<file path="src/rtl/eth_pcs_tx_gearbox.sv">
// eth_pcs_tx_gearbox
//   Packs 66-bit 64b/66b blocks (2-bit sync header + 64-bit payload, supplied
//   W_DATA payload bits per transaction) into a continuous W_DATA-bit word
//   stream for the PMA, one word per clock. Every 33rd cycle is a pause cycle:
//   upstream is stalled via o_clk_en and the accumulated header bits drain.
//
// Ports
//   i_clk        TX PCS clock
//   i_reset      asynchronous active-low reset
//   i_sync_data  sync header, sampled on enabled cycles with o_trans_cnt == 0
//   i_pld_data   payload slice number o_trans_cnt of the current block
//   o_clk_en     upstream clock enable (low on the pause cycle and in reset)
//   o_trans_cnt  transaction index within the current block
//   o_tx_data    word to PMA, bit 0 transmitted first
//   o_hdr_err    one-cycle pulse after an invalid header (00/11) was sampled
module eth_pcs_tx_gearbox #(
  parameter int W_DATA          = 32,
  parameter int W_SYNC          = 2,
  parameter int N_TRANS_PER_BLK = 64 / W_DATA,
  parameter int W_TRANS_PER_BLK = (N_TRANS_PER_BLK > 1) ? $clog2(N_TRANS_PER_BLK) : 1
) (
  input  logic                       i_clk,
  input  logic                       i_reset,
  input  logic [W_SYNC-1:0]          i_sync_data,
  input  logic [W_DATA-1:0]          i_pld_data,
  output logic                       o_clk_en,
  output logic [W_TRANS_PER_BLK-1:0] o_trans_cnt,
  output logic [W_DATA-1:0]          o_tx_data,
  output logic                       o_hdr_err
);

  localparam int W_BUF = 2 * W_DATA;
  localparam int W_RES = $clog2(W_BUF + 1);

  localparam logic [5:0]                 SEQ_PAUSE = 6'd32;
  localparam logic [W_TRANS_PER_BLK-1:0] CNT_LAST  = W_TRANS_PER_BLK'(N_TRANS_PER_BLK - 1);
  localparam logic [W_RES-1:0]           LEN_WORD  = W_RES'(W_DATA);
  localparam logic [W_RES-1:0]           LEN_BLK0  = W_RES'(W_DATA + W_SYNC);
  localparam logic [W_RES-1:0]           RES_MAX0  = W_RES'(W_DATA - W_SYNC);

  logic [5:0]                 seq_p0;
  logic [W_TRANS_PER_BLK-1:0] cnt_p0;
  logic [W_BUF-1:0]           res_buf_p0;  // residual bits, LSB first; bits above res_len_p0 are zero
  logic [W_RES-1:0]           res_len_p0;

  logic             en;
  logic             blk_start;
  logic             hdr_bad;
  logic [W_BUF-1:0] app_bits;
  logic [W_RES-1:0] app_len;
  logic [W_BUF-1:0] merged;
  logic [W_RES-1:0] len_sum;

  // Enable is decoded from the period counter; reset gating keeps it low while
  // reset is held and lets it rise in the very first cycle after release.
  assign en          = (seq_p0 != SEQ_PAUSE);
  assign o_clk_en    = i_reset & en;
  assign o_trans_cnt = cnt_p0;

  always_comb begin
    app_bits  = '0;
    app_len   = '0;
    blk_start = en && (cnt_p0 == '0);
    hdr_bad   = 1'b0;
    if (en) begin
      if (blk_start) begin
        app_bits[W_DATA+W_SYNC-1:0] = {i_pld_data, i_sync_data};
        app_len                     = LEN_BLK0;
        hdr_bad                     = (i_sync_data == '0) || (i_sync_data == '1);
      end else begin
        app_bits[W_DATA-1:0] = i_pld_data;
        app_len              = LEN_WORD;
      end
    end
    // Residual plus appended chunk never exceeds 2*W_DATA bits, and always
    // holds at least W_DATA bits, so one full word leaves every cycle.
    merged  = res_buf_p0 | (app_bits << res_len_p0);
    len_sum = res_len_p0 + app_len;
  end

  // Stage p0 -> output register
  always_ff @(posedge i_clk or negedge i_reset) begin
    if (!i_reset) begin
      seq_p0     <= '0;
      cnt_p0     <= '0;
      res_buf_p0 <= '0;
      res_len_p0 <= '0;
      o_tx_data  <= '0;
      o_hdr_err  <= 1'b0;
    end else begin
      seq_p0 <= (seq_p0 == SEQ_PAUSE) ? 6'd0 : seq_p0 + 6'd1;
      if (en) begin
        cnt_p0 <= (cnt_p0 == CNT_LAST) ? '0 : cnt_p0 + W_TRANS_PER_BLK'(1);
      end
      res_buf_p0 <= merged >> W_DATA;
      res_len_p0 <= len_sum - LEN_WORD;
      o_tx_data  <= merged[W_DATA-1:0];
      o_hdr_err  <= hdr_bad;
    end
  end

  // Every period begins with an empty residual, and a block start never sees
  // more than W_DATA-2 residual bits.
  a_res_empty_at_seq0: assert property (@(posedge i_clk) disable iff (!i_reset)
    (seq_p0 == 6'd0) |-> (res_len_p0 == '0));
  a_res_bound_at_blk: assert property (@(posedge i_clk) disable iff (!i_reset)
    blk_start |-> (res_len_p0 <= RES_MAX0));

endmodule

</file>
<file path="config.mk">
export PLATFORM = sky130hd
export DESIGN_NAME = eth_pcs_tx_gearbox
export DESIGN_NICKNAME = d
export VERILOG_FILES = /design/src/rtl/eth_pcs_tx_gearbox.sv
export SDC_FILE = /design/constraint.sdc
export NUM_CORES = 1
export LEC_CHECK = 0
export CAP_MARGIN = 25
export CORE_MARGIN = 8
export CORE_UTILIZATION = 35
export CTS_CLUSTER_SIZE = 25
export DETAILED_ROUTE_END_ITERATION = 6
export PLACE_DENSITY = 0.65
export SETUP_SLACK_MARGIN = 0.4
export SLEW_MARGIN = 10
export SYNTH_ARGS = -nofsm -noshare
export SYNTH_HDL_FRONTEND = slang
export SYNTH_SLANG_ARGS = --single-unit
</file>
<file path="constraint.sdc">
create_clock -name i_clk -period 3.45 [get_ports i_clk]
set_clock_uncertainty 0.2 [all_clocks]
set_input_delay 0.5175 -clock i_clk [delete_from_list [all_inputs] [get_ports i_clk]]
set_output_delay 0.5175 -clock i_clk [all_outputs]
set_load 0.005 [all_outputs]
</file>
==> results.yml <==
outcome:
  run_status: "finished with violations"
  violations: "design-rule violations, negative hold slack"
timing:
  hold_viol: 25
  setup_violations: 0
  post-route-period-util_pct: 82.6
  tightest_slew_ns: 0.864
  fmax_mhz: 351
  slew_headroom_pct: 42.4
  fin_hold_ws_ns: -0.0193
  period_needed_ns: 2.85
  finalMaxSlewViolations: 0
  rsz0062_at_grt: "false"
  tns_ns: 0
critical_path:
  crit_chain: "inv_1 -> ha_1 -> nor3b_2 -> nand2_1 -> and2_1 -> clkdlybuf4s50_1"
  crit_path_end_kind: "primary output"
  reg2reg_slack_ns: 0.62
  critPathRequiredTime_ns: 2.73
  path_max_fanout: 5
  worstPathArrival_ns: 2.13
  crit_type: "register to primary output"
  ff2ff_path_depth: 6
  cp_slowest_cell: "clkdlybuf4s50_1"
  start_kind: "register"
  slowest_delay_ns: 0.44
die:
  num_rows: 46
  die_w_microns: 142
  boundaryPins: 71
  dieArea_sq_um: 20100
  coreArea_sq_um: 15700
  floorplan.initialDensity_pct: 35.4
  die_h_microns: 142
hold_path:
  hp-class: "input pin to async pin"
global_route:
  grt_pass1_wl_mm: 30.5
  grt_overflow: 0
  antenna_found_initial: 0
  grt_pass1_vias: 5071
  grt.total_usage_pct: 19.6
  grt_max_degree: 79
yosys:
  synth_area_leaders: "dfrtp_1 (35%), mux4_2 (10%), mux2_2 (6.9%)"
  synth_seq_cells: 78
  synth_area_sq_um: 5540
  syn_avg_cell_area_sq_um: 10.1
  synth_ff_type: "dfrtp_1"
  synthArstFlopShare_pct: 100
  syn-num-nets: 589
  synth_top_cell_by_area: "dfrtp_1"
  ys_seq_area_share_pct: 35.2
  yosysMostFrequentCell: "dfrtp_1"
  synth_edf_count: 0
  synth_top_area_share_pct: 35.2
  synthCells: 547
  ys_types: 65
  synth_warnings: 0
  netlist_top_cells_count: "dfrtp_1 (78), mux2_2 (34), nand2_1 (29)"
cells_and_area:
  diodes: 0
  final_layout_size_suffix_gt1_share_pct: 18.7
  n_fill_cell: 1529
  area_growth_pct: 23.5
  fin_nets: 653
place:
  port_buffers: 70
  gp_congestion: 0.992
  dp_hpwl_mm: 14.9
pwr:
  peakVddDrop_mv: 0.209
  power_leakage_nw: 2.73
  powerDensity_nw_per_um2: 324
clock_network:
  root_buffer: "clkbuf_16"
  clk_pin_slew_worst_paths_ns: 0.06
  insertion_delay_ns: 0.34
  cts_buffers: 9
  cts.sinks: 78
  htree_levels: 3
  cts_tree: "yes"
  clock_path_buffers: 2
drt:
  ant_nets: 0
  vias_per_cell: 6.13
  wire_per_inst_microns: 23.4
  drtPass1Iterations: 7
  drt_wl_total_mm: 19.4
  drt_iter0_drc: 503
  vias: 5094
  drc: 1
flow_run:
  drv_cap: 0
layout make-up:
| cell class | count | area [sq um] | share of cell area, % |
|---|---|---|---|
| Sequential cell | 78 | 1960 | 28.6 |
| Clock inverter | 3 | 42.5 | 0.621 |
| Inverter | 12 | 45.0 | 0.658 |
| Timing Repair Buffer | 95 | 931 | 13.6 |
| Clock buffer | 12 | 267 | 3.89 |
| Multi-Input combinational cell | 415 | 3330 | 48.7 |
| Tap cell | 216 | 270 | 3.95 |
cell usage in the layout (no fill, tap or decap), types with 4 or more instances in the layout:
cell type and n:
dfrtp_1 76, clkdlybuf4s50_1 69, mux2_2 34, nand2_1 29, nor2_1 28, mux2i_1 26
mux4_2 25, a21oi_1 24, o21ai_0 23, buf_4 23, nand3_1 19, o22ai_1 19
a21o_1 12, o211ai_1 12, nor3_1 10, a211oi_1 9, a31oi_1 9, clkbuf_16 9
nor2b_1 8, inv_1 8, nand2b_1 8, a22oi_1 7, or3b_2 6, a221o_1 6
o21bai_1 6, ha_1 6, xnor2_1 5, xor2_1 5, o21ai_1 5, a32oi_1 5
a22o_1 4, o221ai_1 4, nand4_1 4, nor3b_1 4, a2bb2oi_1 4, or3_1 4
worst max-delay path: cells and delay by family (launching register included):
family / cells / cell delay [ns]
adder cells (fa/ha/maj): 1 / 0.15
flip-flops: 1 / 0.42
buffers and inverters: 2 / 0.52
AND/OR/NAND/NOR: 3 / 0.71
metal layers:
| layer | vias to the layer above | track usage (%) | share of wire [%] |
|---|---|---|---|
| li1 | 2261 | - | - |
| met1 | 2522 | 27.1 | 45 |
| met2 | 277 | 29.5 | 44 |
| met3 | 34 | 4.07 | 8.8 |
| met4 | 0 | 6.84 | 2.4 |
| met5 | - | 0 | 0 |
worst paths after layout:
kind	from	to
max in group asynchronous	i_reset	res_buf_p0[17]
min	i_reset	o_tx_data[13]
min in group i_clk	res_buf_p0[5]	o_tx_data[5]
max	seq_p0[0]	o_clk_en
max reg2reg	res_len_p0[3]	res_buf_p0[7]
min reg2reg	res_buf_p0[5]	o_tx_data[5]
power by group:
part / switching (mW) / total (mW) / internal [mW]
clock: 0.361 / 0.975 / 0.614
sequential: 0.00754 / 0.951 / 0.944
combinational: 0.145 / 0.294 / 0.150
total: 0.513 / 2.22 / 1.71
cell families (layout without fill, tap and decap cells):
family | Yosys count | in the layout | synth area share, %
compound gates | 177 | 177 | 22.5
xor+xnor | 10 | 10 | 1.58
fa+ha+maj | 6 | 6 | 1.35
buf+inv | 54 | 122 | 4.72
flops | 78 | 78 | 35.2
mux | 85 | 85 | 21.8
simple gates | 137 | 137 | 12.8
through the flow:
stage / power [mW] / instances / instance area [sq um] / setup WS (ns) / util (%)
after detailed placement: 1.26 / 815 / 6500 / 0.569 / 41.5
after CTS: 2.23 / 830 / 6820 / 0.560 / 43.5
after global placement: 1.25 / 815 / 6500 / 0.581 / 41.5
after global routing: 2.30 / 831 / 6850 / 0.447 / 43.7
final: 2.22 / 831 / 6850 / 0.599 / 43.7
after floorplan: 1.09 / 547 / 5540 / 0.783 / -
what timing repair did:
action / CTS / global route
buffers inserted: 0 / 0
hold buffers: 0 / 0
setup endpoints to repair: 1 / 3
gates resized for setup: 1 / 1
gates cloned: 0 / 0
sequential cells by signal (all words and copies together) (netlist names):
name / count
res_buf_p0: 32
o_tx_data: 32
res_len_p0: 6
o_trans_cnt: 1
o_hdr_err: 1
seq_p0: 6
Note: power is estimated with default switching activity, not from simulation.
